===== config.mk =====
export PLATFORM = sky130hd
export DESIGN_NAME = layer_sequencer
export DESIGN_NICKNAME = d
export VERILOG_FILES = /design/src/rtl/layer_sequencer.sv
export SDC_FILE = /design/constraint.sdc
export NUM_CORES = 1
export LEC_CHECK = 0
export ABC_CLOCK_PERIOD_IN_PS = 2600
export BUFFER_PORTS_ARGS = -buffer_cell sky130_fd_sc_hd__buf_4
export CAP_MARGIN = 20
export CORE_MARGIN = 2
export CORE_UTILIZATION = 30
export CTS_BUF_LIST = sky130_fd_sc_hd__clkbuf_2
export CTS_CLUSTER_SIZE = 40
export DETAILED_ROUTE_END_ITERATION = 12
export GPL_TIMING_DRIVEN = 0
export PLACE_DENSITY = 0.5
export SETUP_SLACK_MARGIN = 0.2
export SYNTH_ARGS = -nofsm -noshare
export SYNTH_HDL_FRONTEND = slang
export SYNTH_SLANG_ARGS = --single-unit

===== constraint.sdc =====
create_clock -name clk -period 2.6 [get_ports clk]
set_clock_uncertainty 0.2 [all_clocks]
set_input_delay 0.39 -clock clk [delete_from_list [all_inputs] [get_ports clk]]
set_output_delay 0.39 -clock clk [all_outputs]
set_load 0.03 [all_outputs]

===== src/rtl/layer_sequencer.sv =====
// Layer sequencer: walks a small layer table, drives per-layer conv/FC config
// to the accumulate-activate datapath and waits for every participating lane's last activation.
module layer_sequencer #(
  parameter int NUM_LAYERS = 4,
  parameter int LAYER_W    = 2
) (
  input  logic               clk,
  input  logic               rst_n,
  input  logic               cfg_wren_i,
  input  logic [LAYER_W-1:0] cfg_addr_i,
  input  logic [14:0]        cfg_data_i,
  input  logic [LAYER_W:0]   num_layers_i,
  input  logic [15:0]        lane_mask_i,
  input  logic               start_i,
  input  logic [16:0]        act_last_i,
  output logic [4:0]         ofmap_size_o,
  output logic [5:0]         ifmap_ch_o,
  output logic [6:0]         in_node_num_o,
  output logic [6:0]         out_node_num_o,
  output logic               start_fc_o,
  output logic               layer_start_o,
  output logic [LAYER_W-1:0] cur_layer_o,
  output logic               busy_o,
  output logic               done_o
);

  typedef enum logic [2:0] {
    S_IDLE, S_LOAD, S_ARM, S_RUN_CONV, S_RUN_FC, S_NEXT, S_DONE
  } state_e;

  localparam logic [LAYER_W:0]   ONE_EXT = (LAYER_W + 1)'(1);
  localparam logic [LAYER_W-1:0] ONE_IDX = LAYER_W'(1);

  state_e             state_q, state_d;
  logic [LAYER_W-1:0] idx_q, idx_d;
  logic [LAYER_W:0]   num_q, num_d;
  logic [15:0]        mask_q, mask_d;
  logic [15:0]        flags_q, flags_d;
  logic               is_fc_q, is_fc_d;
  logic [14:0]        table_q [NUM_LAYERS];
  logic [14:0]        table_d [NUM_LAYERS];
  logic [4:0]         ofmap_size_q, ofmap_size_d;
  logic [5:0]         ifmap_ch_q, ifmap_ch_d;
  logic [6:0]         in_node_q, in_node_d;
  logic [6:0]         out_node_q, out_node_d;
  logic               start_fc_q, start_fc_d;
  logic               layer_start_q, layer_start_d;
  logic [LAYER_W-1:0] cur_layer_q, cur_layer_d;
  logic               busy_q, busy_d;
  logic               done_q, done_d;

  logic [14:0]        entry;
  logic [15:0]        conv_hits;

  always_comb begin
    state_d       = state_q;
    idx_d         = idx_q;
    num_d         = num_q;
    mask_d        = mask_q;
    flags_d       = flags_q;
    is_fc_d       = is_fc_q;
    table_d       = table_q;
    ofmap_size_d  = ofmap_size_q;
    ifmap_ch_d    = ifmap_ch_q;
    in_node_d     = in_node_q;
    out_node_d    = out_node_q;
    start_fc_d    = 1'b0;
    layer_start_d = 1'b0;
    entry         = table_q[idx_q];
    conv_hits     = act_last_i[15:0] & mask_q;

    case (state_q)
      S_IDLE: begin
        if (cfg_wren_i) table_d[cfg_addr_i] = cfg_data_i;
        if (start_i) begin
          num_d   = num_layers_i;
          mask_d  = lane_mask_i;
          idx_d   = '0;
          state_d = (num_layers_i == '0) ? S_DONE : S_LOAD;
        end
      end
      // Config fields of the other layer type keep their last values.
      S_LOAD: begin
        is_fc_d = entry[14];
        if (entry[14]) begin
          in_node_d  = entry[13:7];
          out_node_d = entry[6:0];
        end else begin
          ofmap_size_d = entry[11:7];
          ifmap_ch_d   = entry[5:0];
        end
        layer_start_d = 1'b1;
        start_fc_d    = entry[14];
        state_d       = S_ARM;
      end
      S_ARM: begin
        flags_d = '0;
        state_d = is_fc_q ? S_RUN_FC : S_RUN_CONV;
      end
      // The final lane's pulse completes the layer in the same cycle it arrives.
      S_RUN_CONV: begin
        flags_d = flags_q | conv_hits;
        if ((flags_q | conv_hits) == mask_q) state_d = S_NEXT;
      end
      S_RUN_FC: begin
        if (act_last_i[16]) state_d = S_NEXT;
      end
      S_NEXT: begin
        if (({1'b0, idx_q} + ONE_EXT) == num_q) begin
          state_d = S_DONE;
        end else begin
          idx_d   = idx_q + ONE_IDX;
          state_d = S_LOAD;
        end
      end
      S_DONE:  state_d = S_IDLE;
      default: state_d = S_IDLE;
    endcase

    busy_d      = (state_d != S_IDLE);
    done_d      = (state_d == S_DONE);
    cur_layer_d = idx_d;
  end

  always_ff @(posedge clk) begin
    if (!rst_n) begin
      state_q       <= S_IDLE;
      idx_q         <= '0;
      num_q         <= '0;
      mask_q        <= '0;
      flags_q       <= '0;
      is_fc_q       <= 1'b0;
      ofmap_size_q  <= '0;
      ifmap_ch_q    <= '0;
      in_node_q     <= '0;
      out_node_q    <= '0;
      start_fc_q    <= 1'b0;
      layer_start_q <= 1'b0;
      cur_layer_q   <= '0;
      busy_q        <= 1'b0;
      done_q        <= 1'b0;
      for (int i = 0; i < NUM_LAYERS; i++) table_q[i] <= '0;
    end else begin
      state_q       <= state_d;
      idx_q         <= idx_d;
      num_q         <= num_d;
      mask_q        <= mask_d;
      flags_q       <= flags_d;
      is_fc_q       <= is_fc_d;
      ofmap_size_q  <= ofmap_size_d;
      ifmap_ch_q    <= ifmap_ch_d;
      in_node_q     <= in_node_d;
      out_node_q    <= out_node_d;
      start_fc_q    <= start_fc_d;
      layer_start_q <= layer_start_d;
      cur_layer_q   <= cur_layer_d;
      busy_q        <= busy_d;
      done_q        <= done_d;
      for (int i = 0; i < NUM_LAYERS; i++) table_q[i] <= table_d[i];
    end
  end

  assign ofmap_size_o   = ofmap_size_q;
  assign ifmap_ch_o     = ifmap_ch_q;
  assign in_node_num_o  = in_node_q;
  assign out_node_num_o = out_node_q;
  assign start_fc_o     = start_fc_q;
  assign layer_start_o  = layer_start_q;
  assign cur_layer_o    = cur_layer_q;
  assign busy_o         = busy_q;
  assign done_o         = done_q;

endmodule


Word-level counts from Yosys, hierarchy flattened
Index checks and enable logic that the tools add are counted.
Word-level totals
  input bits: 57
  flip-flop bits (word level): 130
Operators by class
  bitwise operators: 5
  reductions and logical operators: 12
  $add $sub $neg: 2
  magnitude comparators: 3
  mux-type cells: 18
  equal/unequal tests: 10
Operator list (number)
  $bwmux W60: 1
  $mux W15: 3
  $pmux W16 S2: 1
  $bmux W15 S2: 1
  $demux W15 S2: 1
  $mux W3: 6
  $pmux W3 S6: 1
  $and A16 B16 Y16: 1
  $eq A16 B16 Y1: 1
  $or A16 B16 Y16: 1
  $reduce_and A2 Y1: 5
  $eq A3 B3 Y1 const B: 3
  $eq A3 B2 Y1 const B: 2
  $ge A3 B3 Y1 const B: 2
  $logic_not A3 Y1: 2
  $not A2 Y3: 2
  $mux W2: 2
  $ne A2 B2 Y1 const B: 2
  $pmux W2 S2: 1
  $reduce_bool A2 Y1: 2
  $add A2 B1 Y3 const B: 1
  $eq A3 B1 Y1 const B: 1
  $eq A3 B3 Y1: 1
  $lt A3 B1 Y1 const B: 1
  6 further kinds: 6

Logic depth before layout (Yosys ltp)
Gate-level depths: netlist (run 1).
  word-level depth: 6
  mapped depth: 7
  depth with buffers taken out: 6

Worst setup path after synthesis (run 1)
OpenSTA, ideal clock, no wires.
  kind: register -> register
  start point: register cur_layer_o[0] (netlist name)
  end point: register in_node_q[0] (netlist: in_node_num_o[0])
  library setup time: 0.128 ns
  slack: 0.346 ns
  path buffers: 2
  stages on the path, launching flop included: 7
  data arrival time: 1.927 ns
  cell sequence: dfxtp_1 > buf_2 > mux4_2 > nand3_2 > buf_4 > mux2i_1 > nor2_1
RTL lines
  end signal, assigned: line 152  | in_node_q <= in_node_d;
  end, declared: line 44  | logic [6:0] in_node_q, in_node_d;

==> qor.yml, run 1 <==
status: "completed"
netlist.area_leader.share_pct: 49.42
antenna_found_initial: 1
synth_top_cells_by_area: "dfxtp_1 49%, mux2i_1 10%, nand2_1 7.7%, mux4_2 6.4%, nor2_1 5.8%"
crit_buf_inv: 2
p_int_w: 0.002936
via_per_inst: 4.838
cts_sinks: 130
worst_hold_slack_ps: 251.6
switching_power_w: 0.001351
fp-row-count: 48
drive_gt1_share_pct: 20.88
path_max_fanout: 10
drc_errors: 0
pwr-share-seq_pct: 51.4
die-area_um2: 18630
path_cells: "clkbuf_4, mux4_2, nor2_1, buf_4, mux2i_1, nor2_1"
min_path_type: "in2reg"
post-route-period-util_pct: 88.11
drtAntennaViolNets: 0
dpl.hpwl_um: 11170
routed_wl_um: 15950
synth_edf_count: 0
max_freq_mhz: 436.5
yosys.area.top_type: "dfxtp_1"
cpMaxStageDelayCell: "mux4_2"
min_to: "table_q[49]$_SDFFE_PN0P_"
worstSetupEndpointType: "flop"
cts-root-buf: "clkbuf_2"
r2r_cells: 6
ys_ff_latch: 130
slew_headroom_pct: 53.65
hold_depth: 4
rr_startpoint: "cur_layer_o[0]$_SDFFE_PN0P_"
grt_max_degree: 17
drtIter0Drc: 334
ys_seq_area_share_pct: 49.42
syn_nets: 630
grt_overflow: 0
multi_input_area_um2: 2504
crit_required_ps: 3000
placed_area_um2: 6201
finalInstanceArea_um2: 7020
rsz0062_at_grt: "false"
crit_family: "multiplexers"
cellPowerDensity_nw_per_um2: 610.6
syn_area_um2: 5266
grt_pass1_wl_um: 24190
cts_tree: "done"
portBuffers: 87
cts_buffers: 17
track_usage_pct: 17.44
clockBufferDepth: 2
grt_pass1_vias: 4638
setup_tns_ps: 0
yosysWarnings: 0
ys_types: 37
regArea_um2: 2603
coreArea_um2: 17240
cp_common_cell: "nor2_1"
maxSlewViolCount: 0
via_count: 4707
die_w_um: 136.5
nNetsFinal: 793
clock_power_share_pct: 27.5
worstMarginPinSlew_ps: 695.3
num-fill-cells: 1747
area_growth_pct: 33.31
setup.worst_path.start_class: "flop"
dp_slack_ps: 147.1
ios: 88
yosys-top-cells-count: "130 x dfxtp_1, 108 x nand2_1, 82 x nor2_1"
drv_cap: 0
max_stage_delay_ps: 580
ff2ff_setup_slack_ps: 310
setup_ws_ps: 309.2
die_y_um: 136.5
hold_path_startpoint: "cfg_data_i[4]"
clock_latency_ps: 730
power.leakage_nw: 2.892
hold_viol: 0
clkTransAtPathRegs_ps: 210
finalCoreUtilization_pct: 40.73
first_pass_iters: 5
yosysMostFrequentCell: "dfxtp_1"
switching_share_pct: 31.51
ys_async_sr_fraction_pct: 0
start_util_pct: 30.55
place.gp.congestion: 0.7778
r2r-end: "ifmap_ch_o[3]$_SDFFE_PN0P_"
syn-mean-instance-area_um2: 9.207
post_drt_wl_per_cell_um: 16.39
fin_crit_ps: 2291
setup_viol: 0
comb_power_share_pct: 21.1
h-tree-depth: 4
peakVddDrop_mv: 0.3172
worstPathArrival_ps: 2690
netlist_instances: 572
synth-main-ff-cell: "dfxtp_1"
worstSetupPathType: "reg2reg"
==> worst reg2reg max path: stages (launching register included) <==
cell and delay, ps:
dfxtp_1 390, clkbuf_4 250, mux4_2 580, nor2_1 190
buf_4 290, mux2i_1 230, nor2_1 50
==> power groups by stage <==
stage	Combinational (W)	Clock (W)	Sequential (W)
floorplan	0.000495	0	0.00224
detailed placement	0.000804	0	0.00224
global route	0.000983	0.00132	0.00222
finish	0.000903	0.00118	0.00220
CTS	0.000885	0.00122	0.00220
global placement	0.000789	0	0.00224
==> sequential cells by signal (all words and copies together) (netlist names) <==
name            count
table_q            60
flags_q            16
mask_q             16
in_node_num_o       7
out_node_num_o      7
ifmap_ch_o          6
ofmap_size_o        5
num_q               3
state_q             3
cur_layer_o         2
busy_o              1
done_o              1
is_fc_q             1
layer_start_o       1
start_fc_o          1
==> per-stage QoR <==
step	power (W)	instances
5_1_grt	0.004527	973
4_1_cts	0.004314	971
2_1_floorplan	0.002736	572
6_report	0.004287	973
3_5_place_dp	0.003047	884
3_3_place_gp	0.003024	884
==> how the worst max path moves through the flow <==
stage | start | end | slack, ps | cells past startpoint
4_1_cts | cur_layer_o[0]$_SDFFE_PN0P_ | in_node_num_o[0]$_SDFFE_PN0P_ | 240 | 6
2_1_floorplan | cur_layer_o[0]$_SDFFE_PN0P_ | in_node_num_o[0]$_SDFFE_PN0P_ | 350 | 6
5_1_grt | cur_layer_o[0]$_SDFFE_PN0P_ | out_node_num_o[5]$_SDFFE_PN0P_ | 220 | 6
3_3_place_gp | cur_layer_o[0]$_SDFFE_PN0P_ | in_node_num_o[5]$_SDFFE_PN0P_ | 210 | 6
3_5_place_dp | state_q[2]$_SDFF_PN0_ | table_q[28]$_SDFFE_PN0P_ | 150 | 6
6_report | cur_layer_o[0]$_SDFFE_PN0P_ | ifmap_ch_o[3]$_SDFFE_PN0P_ | 310 | 6
==> cell usage in the layout (no fill, tap or decap), types with 2 or more instances in the layout <==
cell | synthesis | routed
a21oi_1 | 54 | 54
buf_2 | 8 | 6
mux2i_1 | 55 | 55
nor2_1 | 82 | 82
mux4_2 | 15 | 15
a2111oi_0 | 5 | 4
xnor2_1 | 2 | 2
clkbuf_1 | 24 | 21
nor3_1 | 2 | 2
clkinv_2 | 0 | 5
clkbuf_4 | 0 | 2
o32ai_1 | 4 | 4
nand2_1 | 108 | 108
buf_4 | 4 | 92
nand3_1 | 4 | 4
nand2b_1 | 6 | 6
a31oi_1 | 17 | 17
or4_1 | 2 | 2
inv_1 | 6 | 6
bufinv_16 | 0 | 2
dlygate4sd3_1 | 0 | 56
nor2b_1 | 14 | 14
and3_1 | 2 | 2
nand3b_1 | 3 | 3
clkbuf_2 | 0 | 23
nor3b_1 | 10 | 10
dfxtp_1 | 130 | 130
==> per-layer routing <==
metal / vias to the layer above / global-route usage, % / part of all wire, %
met1: 2249 / 22.13 / 45
li1: 2287 / - / -
met4: 0 / 7.870 / 2.8
met3: 35 / 4.444 / 4.8
met5: - / 0 / 0
met2: 136 / 27.89 / 47
==> final cells by class <==
type	count	share of cell area (%)
multi-input cells	399	35.66
clock buffers	20	1.426
flip-flops and latches	130	37.07
plain buffers	36	2.406
repair buffers	144	17.39
diodes	1	0.03564
inverters	7	0.3743
well taps	225	4.010
clock inverters	11	1.622
==> what timing repair did <==
item                                    CTS  global route
pin swaps                                 0             1
setup buffers                             0             1
hold endpoints to repair                101             0
hold buffers                             56             0
resized for setup                         3            10
endpoints found under the setup margin   40            56
==> kinds of logic (layout without fill, tap and decap cells) <==
family	after synthesis	in the layout	synth area share, %
DFF	130	130	49.42
other	0	1	0
muxes	71	71	17.08
adders and majority gates	1	1	0.2375
AOI/OAI and AO/OA	83	83	9.004
buffers and inverters	43	218	3.540
and+or+nand+nor	241	241	20.22
xor gates and xnor gates	3	3	0.4990
(Power assumes the default switching activity.)
==> inputs of run 2 (changes only) <==
--- a/config.mk
+++ b/config.mk
@@ -8,14 +8,16 @@
 export ABC_CLOCK_PERIOD_IN_PS = 2600
 export BUFFER_PORTS_ARGS = -buffer_cell sky130_fd_sc_hd__buf_4
 export CAP_MARGIN = 20
+export CORE_ASPECT_RATIO = 0.9
 export CORE_MARGIN = 2
 export CORE_UTILIZATION = 30
-export CTS_BUF_LIST = sky130_fd_sc_hd__clkbuf_2
+export CTS_BUF_LIST = sky130_fd_sc_hd__clkbuf_16
 export CTS_CLUSTER_SIZE = 40
 export DETAILED_ROUTE_END_ITERATION = 12
 export GPL_TIMING_DRIVEN = 0
 export PLACE_DENSITY = 0.5
 export SETUP_SLACK_MARGIN = 0.2
+export SLEW_MARGIN = 20
 export SYNTH_ARGS = -nofsm -noshare
 export SYNTH_HDL_FRONTEND = slang
 export SYNTH_SLANG_ARGS = --single-unit
==> qor.yml, run 2 (synthesized netlist as in run 1, its figures left out) <==
status: "completed"
worst_hold_slack_ps: 12.22
setup_tns_ps: 0
fp-row-count: 45
hold_path_startpoint: "lane_mask_i[0]"
largest_register_ffs: 60
clock_latency_ps: 420
via_count: 4392
die-area_um2: 18630
dpl.hpwl_um: 10850
reg_top3: "table_q: 60 flops, flags_q: 16 flops, mask_q: 16 flops"
cts-root-buf: "clkbuf_16"
path_max_fanout: 10
nNetsFinal: 736
rr_startpoint: "state_q[2]$_SDFF_PN0_"
setup_viol: 0
switching_share_pct: 26.31
insertedDiodeCount: 0
stdcell_count: 925
portBuffers: 87
h-tree-depth: 4
place.gp.congestion: 0.8541
start_util_pct: 30.97
track_usage_pct: 16.68
antenna_found_initial: 0
hold_depth: 3
pwr-share-seq_pct: 40.5
clockBufferDepth: 2
routed_wl_um: 14930
die_y_um: 129.7
power.leakage_nw: 2.786
post_drt_wl_per_cell_um: 16.14
grt_pass1_wl_um: 22940
dp_slack_ps: 258.3
peakVddDrop_mv: 0.5121
r2r-end: "table_q[39]$_SDFFE_PN0P_"
worstMarginPinSlew_ps: 689.4
drtIter0Drc: 262
dp.cells: 894
hold_viol: 0
cts_sinks: 130
rsz0062_at_grt: "true"
first_pass_iters: 5
p_int_w: 0.004003
cellPowerDensity_nw_per_um2: 795.9
worstPathArrival_ps: 2330
ios: 88
area_growth_pct: 29.63
final_common_cell: "dfxtp_1"
setup.worst_path.start_class: "flop"
slew_headroom_pct: 54.04
min_path_type: "in2reg"
finalInstanceArea_um2: 6827
fin_crit_ps: 2254
drc_errors: 0
top_register: "table_q"
switching_power_w: 0.001430
comb_power_share_pct: 14.8
worstSetupEndpointType: "flop"
grt_pass1_vias: 4196
clock_power_share_pct: 44.7
crit_required_ps: 2680
via_per_inst: 4.748
ff2ff_setup_slack_ps: 350
grt_max_degree: 17
cts_tree: "done"
drive_gt1_share_pct: 21.30
cts_buffers: 17
maxSlewViolCount: 0
final_cell_mix: "130 x dfxtp_1, 108 x nand2_1, 91 x buf_4"
grt_overflow: 0
clkTransAtPathRegs_ps: 60
post-route-period-util_pct: 86.68
worstSetupPathType: "reg2reg"
drtAntennaViolNets: 0
min_to: "mask_q[0]$_SDFFE_PN0P_"
r2r_cells: 6
max_freq_mhz: 443.7
die_w_um: 143.7
drv_cap: 0
placed_area_um2: 6213
coreArea_um2: 17000
post_cts_buffers: 0
setup_ws_ps: 346.2
-- run 2: cell count changes in the layout (fill, tap and decap cells not counted), moves of 2 or more --
cell and change:
clkinvlp_4 +2, clkbuf_2 -22, clkinv_2 -3, clkbuf_1 +2, dlygate4sd3_1 -56, clkbuf_16 +17
bufinv_16 +2, clkinv_1 +3
-- run 2: worst max-delay path, cell delays in order, from the launching register on --
cell and delay [ps]:
dfxtp_1 480, nor4b_4 120, nand3b_1 100, clkbuf_1 450
buf_2 430, mux2i_1 260, nor2_1 60
-- run 2: power groups by stage --
| stage | Sequential, W | Clock (W) | Combinational (W) |
|---|---|---|---|
| after floorplan | 0.00224 | 0 | 0.000495 |
| after global placement | 0.00223 | 0 | 0.000786 |
| after detailed placement | 0.00224 | 0 | 0.000800 |
| after CTS | 0.00220 | 0.00247 | 0.000804 |
| after global routing | 0.00222 | 0.00256 | 0.000891 |
| final | 0.00220 | 0.00243 | 0.000804 |
-- run 2: repair_timing --
item | CTS | global route
resized for setup | 0 | 6
setup endpoints to repair | 0 | 64
hold buffers | 0 | 0
-- run 2: how the worst max path moves through the flow --
| stage | from | end | depth (start not counted) |
|---|---|---|---|
| 3_3_place_gp | cur_layer_o[0]$_SDFFE_PN0P_ | in_node_num_o[5]$_SDFFE_PN0P_ | 6 |
| 6_report | state_q[2]$_SDFF_PN0_ | table_q[39]$_SDFFE_PN0P_ | 6 |
| 5_1_grt | state_q[1]$_SDFF_PN0_ | flags_q[12]$_SDFFE_PN0P_ | 5 |
| 2_1_floorplan | cur_layer_o[0]$_SDFFE_PN0P_ | in_node_num_o[0]$_SDFFE_PN0P_ | 6 |
| 4_1_cts | state_q[2]$_SDFF_PN0_ | table_q[51]$_SDFFE_PN0P_ | 6 |
| 3_5_place_dp | cfg_wren_i | table_q[38]$_SDFFE_PN0P_ | 7 |
-- run 2: layer usage --
layer / vias up / part of all wire, % / track usage (%)
met5: - / 0 / 0
met4: 0 / 1.9 / 6.690
met3: 24 / 5.2 / 3.853
met2: 115 / 44 / 24.79
met1: 2068 / 49 / 23.47
li1: 2185 / - / -
-- run 2: layout make-up --
cell class,count,area (um2)
Fill cell,1722,10180
Clock buffer,17,425.4
Timing Repair Buffer,87,653.1
Clock inverter,14,171.4
Inverter,7,26.28
Sequential cell,130,2603
Tap cell,235,294.0
Multi-Input combinational cell,399,2487
Buffer,36,166.4
-- run 2: through the flow --
stage | utilization, % | power [W]
finish | 40.15 | 0.005433
global route | 40.15 | 0.005669
CTS | 40.05 | 0.005471
detailed placement | 36.54 | 0.003038
global placement | 36.54 | 0.003019
floorplan | - | 0.002736
